## config.mk

```make
export PLATFORM = sky130hd
export DESIGN_NAME = cache_refill_ctrl
export DESIGN_NICKNAME = d
export VERILOG_FILES = /design/src/rtl/cache_pkg.sv /design/src/rtl/refill_line_buf.sv /design/src/rtl/cache_refill_ctrl.sv
export SDC_FILE = /design/constraint.sdc
export NUM_CORES = 1
export LEC_CHECK = 0
export CAP_MARGIN = 40
export CORE_MARGIN = 3
export CORE_UTILIZATION = 45
export DETAILED_ROUTE_END_ITERATION = 8
export MAX_ROUTING_LAYER = met4
export PLACE_DENSITY = 0.76
export SYNTH_ARGS = -nofsm -noshare
export SYNTH_HDL_FRONTEND = slang
export SYNTH_SLANG_ARGS = --single-unit
```

## constraint.sdc

```tcl
create_clock -name clk -period 2.1 [get_ports clk]
set_clock_uncertainty 0.15 [all_clocks]
set_input_delay 0.315 -clock clk [delete_from_list [all_inputs] [get_ports clk]]
set_output_delay 0.315 -clock clk [all_outputs]
set_load 0.005 [all_outputs]
```

## src/rtl/cache_pkg.sv

```systemverilog
// rtl/cache_pkg.sv - shared geometry, refill states and address helper for the cache refill path
package cache_pkg;

    localparam int OFFSET_W       = 4;
    localparam int INDEX_W        = 4;
    localparam int TAG_W          = 24;
    localparam int WORDS_PER_LINE = 4;
    localparam int LINE_W         = 128;

    typedef enum logic [1:0] {
        IDLE  = 2'd0,
        FETCH = 2'd1,
        FILL  = 2'd2
    } refill_state_e;

    // Tag and index survive; the byte offset within the line is cleared.
    function automatic logic [31:0] line_base(input logic [31:0] addr);
        line_base = {addr[OFFSET_W+INDEX_W+TAG_W-1:OFFSET_W], {OFFSET_W{1'b0}}};
    endfunction

endpackage

```

## src/rtl/refill_line_buf.sv

```systemverilog
// rtl/refill_line_buf.sv - line assembly register with word-select write port and clear
module refill_line_buf
    import cache_pkg::*;
(
    input  logic                               clk,
    input  logic                               rst,
    input  logic                               clr,
    input  logic                               wen,
    input  logic [1:0]                         wsel,
    input  logic [LINE_W/WORDS_PER_LINE-1:0]   wdata,
    output logic [LINE_W-1:0]                  line
);

    localparam int WORD_W = LINE_W / WORDS_PER_LINE;

    always_ff @(posedge clk or negedge rst) begin
        if (!rst) begin
            line <= '0;
        end else if (clr) begin
            line <= '0;
        end else if (wen) begin
            line[WORD_W*int'(wsel) +: WORD_W] <= wdata;
        end
    end

endmodule

```

## src/rtl/cache_refill_ctrl.sv

```systemverilog
// rtl/cache_refill_ctrl.sv - cache miss refill: 4-word fetch, line assembly, one-cycle line write
// Optional critical-word-first ordering and forwarding: CACHE_REFILL_CRITICAL_WORD_FIRST_EN
module cache_refill_ctrl #(
    parameter int ADDR_W         = 32,
    parameter int DATA_W         = 32,
    parameter int WORDS_PER_LINE = 4
) (
    input  logic                               clk,
    input  logic                               rst,
    input  logic                               miss_i,
    input  logic [ADDR_W-1:0]                  miss_addr_i,
    output logic                               busy_o,
    output logic                               mem_req_o,
    output logic [ADDR_W-1:0]                  mem_addr_o,
    input  logic                               mem_ack_i,
    input  logic [DATA_W-1:0]                  mem_rdata_i,
    output logic                               refill_wen_o,
    output logic [ADDR_W-1:0]                  refill_addr_o,
    output logic [DATA_W*WORDS_PER_LINE-1:0]   refill_line_o,
    output logic                               crit_valid_o,
    output logic [DATA_W-1:0]                  crit_data_o
);

    import cache_pkg::refill_state_e;
    import cache_pkg::IDLE;
    import cache_pkg::FETCH;
    import cache_pkg::FILL;
    import cache_pkg::OFFSET_W;
    import cache_pkg::line_base;

    localparam int WIDX_W    = $clog2(WORDS_PER_LINE);
    localparam int LINE_BITS = DATA_W * WORDS_PER_LINE;

    refill_state_e         state_q, state_d;
    logic [ADDR_W-1:0]     line_addr_q, held_addr_q;
    logic [WIDX_W-1:0]     widx_q, start_idx;
    logic [WIDX_W:0]       done_q;
    logic [LINE_BITS-1:0]  buf_line, held_line_q;
    logic                  accept, take, last;

    assign accept = (state_q == IDLE) && miss_i;
    assign take   = (state_q == FETCH) && mem_ack_i;
    assign last   = take && (done_q == (WIDX_W+1)'(WORDS_PER_LINE-1));

`ifdef CACHE_REFILL_CRITICAL_WORD_FIRST_EN
    assign start_idx = miss_addr_i[2 +: WIDX_W];
`else
    assign start_idx = '0;
`endif

    always_comb begin
        state_d       = state_q;
        busy_o        = 1'b0;
        mem_req_o     = 1'b0;
        mem_addr_o    = '0;
        refill_wen_o  = 1'b0;
        refill_addr_o = held_addr_q;
        refill_line_o = held_line_q;
        case (state_q)
            IDLE: begin
                if (miss_i) state_d = FETCH;
            end
            FETCH: begin
                busy_o     = 1'b1;
                mem_req_o  = 1'b1;
                mem_addr_o = {line_addr_q[ADDR_W-1:OFFSET_W], widx_q, 2'b00};
                if (last) state_d = FILL;
            end
            FILL: begin
                busy_o        = 1'b1;
                refill_wen_o  = 1'b1;
                refill_addr_o = line_addr_q;
                refill_line_o = buf_line;
                state_d       = IDLE;
            end
            default: state_d = IDLE;
        endcase
    end

    always_ff @(posedge clk or negedge rst) begin
        if (!rst) begin
            state_q     <= IDLE;
            line_addr_q <= '0;
            widx_q      <= '0;
            done_q      <= '0;
            held_addr_q <= '0;
            held_line_q <= '0;
        end else begin
            state_q <= state_d;
            if (accept) begin
                line_addr_q <= line_base(miss_addr_i);
                widx_q      <= start_idx;
                done_q      <= '0;
            end else if (take) begin
                widx_q <= widx_q + WIDX_W'(1);
                done_q <= done_q + (WIDX_W+1)'(1);
            end
            // Outputs keep showing the last written line between refills.
            if (state_q == FILL) begin
                held_addr_q <= line_addr_q;
                held_line_q <= buf_line;
            end
        end
    end

    refill_line_buf u_line_buf (
        .clk   (clk),
        .rst   (rst),
        .clr   (accept),
        .wen   (take),
        .wsel  (widx_q),
        .wdata (mem_rdata_i),
        .line  (buf_line)
    );

`ifdef CACHE_REFILL_CRITICAL_WORD_FIRST_EN
    logic              crit_valid_q;
    logic [DATA_W-1:0] crit_data_q;

    always_ff @(posedge clk or negedge rst) begin
        if (!rst) begin
            crit_valid_q <= 1'b0;
            crit_data_q  <= '0;
        end else begin
            crit_valid_q <= take && (done_q == '0);
            if (take && (done_q == '0)) crit_data_q <= mem_rdata_i;
        end
    end

    assign crit_valid_o = crit_valid_q;
    assign crit_data_o  = crit_data_q;
`else
    assign crit_valid_o = 1'b0;
    assign crit_data_o  = '0;
`endif

endmodule

```

==> results of run 1 <==
==> registers in the layout, indices dropped and copies added (netlist names) <==
register and flops:
held_addr_q 32, u_line_buf.line 128, held_line_q 128, widx_q 2, line_addr_q 28, done_q 3, state_q 2
==> cell usage after synthesis (all sizes together) (12+ instances only) <==
cell type	instances	area share, %
mux2	158	14
buf	66	3.6
nand2	146	4.3
a32o	36	2.8
dfrtp	323	63
inv	37	1.1
a22o	32	2.2
clkbuf	33	0.97
and2	32	1.6
ha	12	1.2
o31ai	60	3.5
==> layout make-up <==
class                           instances  area share, %
Multi-Input combinational cell        538           24.8
Clock inverter                         10          0.738
Inverter                               37          0.713
Tap cell                              378           2.39
Sequential cell                       323           40.8
Clock buffer                           50           5.16
Timing Repair Buffer                  448           25.4
==> metal layers <==
| layer | vias to the layer above | GRT usage (%) | routed length [µm] |
|---|---|---|---|
| li1 | 4110 | - | - |
| met1 | 4822 | 31.3 | 15800 |
| met2 | 277 | 39.3 | 19500 |
| met3 | 68 | 4.54 | 2090 |
| met4 | 0 | 5.95 | 926 |
| met5 | - | - | 0 |
==> metrics by stage <==
| step | area (µm²) | std cells |
|---|---|---|
| detailed placement | 16200 | 1590 |
| global placement | 16200 | 1590 |
| global route | 19800 | 1784 |
| finish | 19800 | 1784 |
| CTS | 19100 | 1744 |
| floorplan | 12900 | 997 |
==> what timing repair did <==
item | CTS | global route
cloned | 10 | 7
pin swaps | 1 | 5
setup buffers | 86 | 41
endpoints found under the setup margin | 256 | 295
gates resized for setup | 908 | 189
hold buffers | 1 | 0
endpoints found under the hold margin | 323 | 0
==> worst max-delay path by stage <==
stage / startpoint / end / slack, ns / depth (start not counted)
floorplan: state_q[0] / refill_line_o[101] / 0.01 / 6
global placement: state_q[0] / refill_line_o[11] / -0.21 / 6
detailed placement: state_q[0] / refill_line_o[10] / -0.23 / 6
CTS: state_q[0] / refill_line_o[105] / -0.57 / 7
global route: state_q[0] / refill_line_o[42] / -0.54 / 8
finish: state_q[0] / refill_line_o[42] / -0.47 / 8
==> power by group <==
part / total [mW] / leakage (nW) / internal [mW] / switching, mW
logic: 9.62 / 4.97 / 5.54 / 4.08
registers: 7.73 / 4.40 / 7.21 / 0.523
clock network: 6.25 / 0.572 / 3.77 / 2.48
total: 23.6 / 9.94 / 16.5 / 7.08
==> logic make-up after synthesis <==
logic type               count (synthesis)  synth area share (%)
AND/OR/NAND/NOR                        195                  6.92
AO/OA/AOI/OAI                          134                  8.92
multiplexers                           160                  14.0
adder cells (fa/ha/maj)                 12                  1.17
flip-flops                             323                  63.1
other                                    1                0.0293
XOR/XNOR                                 2                 0.137
buffers and inverters                  136                  5.68
==> results.cfg, run 1 <==
[clock_network]
clkTransAtPathRegs_ns = 0.06
clk_root_buffer_cell = clkbuf_16
clk_latency_ns = 0.51
cts.sinks = 323
clock_path_buffers = 3
numCtsBuffers = 35
cts_tree = yes
cts_htree_levels = 2

[global_routing]
grt_overflow_total = 0
grt_max_degree = 60
grt_pass1_vias = 9836
antenna_found_initial = 0
grt_pass1_wl_um = 56700
grt_use_total_pct = 24.0

[floorplanning]
ioPinCount = 296
dieArea_mm2 = 0.0305
dieWidth_um = 175
start_util_pct = 45.9
coreArea_mm2 = 0.0279
fp.dieH_um = 175
core.rowCount = 61

[layout]
area_delta_synth_final_pct = 54.8
finish.utilization_pct = 71.0
multi_input_area_mm2 = 0.00492
drive_gt1_share_pct = 44.1
regArea_mm2 = 0.00808
layout_commonest_cell = dfrtp_1
n_fill_cell = 1850
num_antenna_cells = 0
nNetsFinal = 1463
layout_common_cells = dfrtp_1 (322), buf_6 (182), mux2_4 (149)

[setup_path]
reg2reg_to = u_line_buf.line[50]
reg2regPathDepth = 9
cp_common_cell = buf_12
worst-path-max-fanout = 7
crit_slowest_cell = dfrtp_1
worstPathCellList = inv_2 > ha_4 > buf_12 > buf_12 > buf_16 > buf_12 > mux2_4 > buf_6
crit_required_ns = 1.63
end_kind = output port
cp_top_family = buffers and inverters
rr_startpoint = state_q[1]
max_stage_delay_ns = 0.38
setup.reg_to_reg.worst_slack_ns = 0.03
cp_data_arrival_time_ns = 2.10
critPathKind = reg -> out
start_kind = flop
path_buf_inv = 6

[placed_design]
place_hpwl_um = 21300
place_congestion = 0.736
post-place-ws_ns = -0.225
port-buffer-count = 256

[timing]
whs_ns = 0.149
fin_setup_tns_ns = -65.28
fin_crit_ns = 2.57
worst_slack_ns = -0.468
final_max_slew_viol_count = 0
rsz0062_at_grt = true
fmaxAchievable_mhz = 389
hold_viol = 0
finalCritPeriodShare_pct = 122
setup_viol = 191

[logic_synthesis]
synthCells = 963
ys_seq_area_share_pct = 63.1
synthArstFlopShare_pct = 100
netlist_area_mm2 = 0.0128
synth_warnings = 0
synth_area_per_cell_um2 = 13.3
synth_ff_type = dfrtp_1
synth-seq-cells = 323
synth-edff-count = 0
synth_cell_types = 31

[drt]
vias_per_cell = 5.20
ant_nets = 0
via_count = 9277
drc = 0
drtIter0Drc = 623
wl_um = 38400
post_drt_wl_per_cell_um = 21.5
firstDrtPassIters = 5

[pwr]
ir_drop_mv = 1.02
p_leak_nw = 9.94
powerDensity_mw_per_mm2 = 1190
finalPower_mw = 23.6

[outcome]
violations = setup timing
status = finished with violations

[min_path]
min_path_type = in -> async

[run]
drv_cap = 0
(Power assumes the default switching activity.)
==> run 2, diff against run 1 <==
--- a/config.mk
+++ b/config.mk
@@ -6,7 +6,7 @@
 export NUM_CORES = 1
 export LEC_CHECK = 0
 export CAP_MARGIN = 40
-export CORE_MARGIN = 3
+export CORE_MARGIN = 8
 export CORE_UTILIZATION = 45
 export DETAILED_ROUTE_END_ITERATION = 8
 export MAX_ROUTING_LAYER = met4
==> run 2 against run 1 <==
  * The flow still finishes with violations (setup timing)
  * Sequential power hardly changed
  * First-iteration DRC count is 8.8% lower
  * Global-route usage is 0.67 points lower
  * Clock power is 4.5% lower
  * Combinational power is 5% higher
  * Routed wire length is 6.3% higher
  * Worst setup slack better by 0.014 ns
  * Core utilization is 0.33 points higher
  * Largest cell class unchanged
==> results.cfg, run 2 (same netlist as run 1, synthesis figures left out) <==
[min_path]
min_path_type = in -> async

[layout]
regArea_mm2 = 0.00808
nNetsFinal = 1479
final_cells = 1802
layout_commonest_cell = dfrtp_1
multi_input_area_mm2 = 0.00487
n_fill_cell = 1842
area_delta_synth_final_pct = 55.5
top_regs = held_line_q x128, u_line_buf.line x128, held_addr_q x32
drive_gt1_share_pct = 43.7
layout_common_cells = dfrtp_1 (323), buf_6 (209), mux2_4 (149)

[timing]
fin_setup_tns_ns = -84.41
rsz0062_at_grt = true
fin_crit_ns = 2.55
worst_slack_ns = -0.454
fmaxAchievable_mhz = 392
final_max_slew_viol_count = 0
setup_viol = 320
hold_viol = 0
finalCritPeriodShare_pct = 122
whs_ns = 0.183

[placed_design]
placed_cells = 1592
post-place-ws_ns = -0.241
port-buffer-count = 256
place_hpwl_um = 23300
place_congestion = 0.758

[setup_path]
worst-path-max-fanout = 6
crit_path_end = refill_line_o[112]
setup.reg_to_reg.worst_slack_ns = -0.27
end_kind = output port
rr_startpoint = state_q[1]
cp_data_arrival_time_ns = 2.09
reg2reg_to = u_line_buf.line[35]
crit_required_ns = 1.63
critPathKind = reg -> out
start_kind = flop
reg2regPathDepth = 12
crit_start = state_q[0]

[drt]
drc = 0
ant_nets = 0
drtIter0Drc = 568
via_count = 9363
vias_per_cell = 5.20
wl_um = 40800
post_drt_wl_per_cell_um = 22.6
firstDrtPassIters = 4

[pwr]
powerDensity_mw_per_mm2 = 1190
finalPower_mw = 23.8
ir_drop_mv = 0.767
p_leak_nw = 9.98

[clock_network]
clock_path_buffers = 3
cts_htree_levels = 2
clkTransAtPathRegs_ns = 0.06
cts.sinks = 323
clk_latency_ns = 0.51
clk_root_buffer_cell = clkbuf_16
cts_tree = yes
numCtsBuffers = 36

[floorplanning]
dieWidth_um = 185
ioPinCount = 296
fp.dieH_um = 185
core.rowCount = 61
start_util_pct = 45.9
dieArea_mm2 = 0.0341
coreArea_mm2 = 0.0279

[outcome]
violations = setup timing
status = finished with violations

[global_routing]
grt_overflow_total = 0
grt_pass1_wl_um = 60000
grt_use_total_pct = 23.4
grt_pass1_vias = 10185
grt_max_degree = 59
antenna_found_initial = 2

[run]
drv_cap = 0
run 2: cell types whose count changed in the layout (fill, tap and decap cells not counted), sizes merged, moves of 4 or more:
cell,before,now
clkbuf,84,63
dlygate4sd2,10,16
buf,321,359
dlymetal6s2s,6,1
clkinv,5,9
run 2: layout make-up:
| class | count | share of cell area, % |
|---|---|---|
| flip-flops and latches | 323 | 40.6 |
| inverters | 37 | 0.710 |
| multi-input cells | 538 | 24.5 |
| well taps | 378 | 2.37 |
| clock buffers | 51 | 5.16 |
| diodes | 2 | 0.0251 |
| repair buffers | 463 | 26.3 |
| clock inverters | 10 | 0.377 |
run 2: worst max-delay path, cell delays in order, from the launching register on:
cell and delay, ns:
dfrtp_1 0.39, inv_2 0.08, ha_4 0.18, buf_12 0.16, buf_12 0.13, buf_8 0.11, buf_6 0.10, mux2_4 0.31
buf_6 0.12
run 2: where the power goes:
group	internal (mW)	switching, mW	total, mW
registers	7.21	0.540	7.75
clock network	3.52	2.45	5.97
logic	5.81	4.25	10.1
run 2: what timing repair did:
action	CTS	global route
pin swaps	1	9
setup buffers	100	44
hold endpoints to repair	66	0
gates cloned	12	9
setup endpoints to repair	258	327
resized for setup	1027	136
hold buffers	1	0
run 2: worst min-delay path by stage:
| stage | end | start | slack [ns] |
|---|---|---|---|
| CTS | line_addr_q[24] | miss_addr_i[24] | 0.16 |
| detailed placement | u_line_buf.line[81] | rst | 0.14 |
| finish | held_line_q[80] | rst | 0.18 |
| global route | line_addr_q[23] | miss_addr_i[23] | 0.17 |
| floorplan | done_q[0] | rst | -0.13 |
| global placement | held_line_q[48] | rst | 0.14 |
run 2: metrics by stage:
step                instance area, µm²  utilization, %
detailed placement               16200            57.8
finish                           19900            71.3
global placement                 16200            57.8
floorplan                        12900               -
CTS                              19300            69.0
global route                     19900            71.3
run 2: metal layers:
layer  global-route usage [%]  share of wire, %  routed length, µm  up-vias
met5                        -                 0                  0        -
met4                     8.00               3.1               1250        0
met3                     5.10               6.2               2530       81
met2                     38.5                51              20700      308
met1                     28.2                40              16300     4842
li1                         -                 -                  -     4132
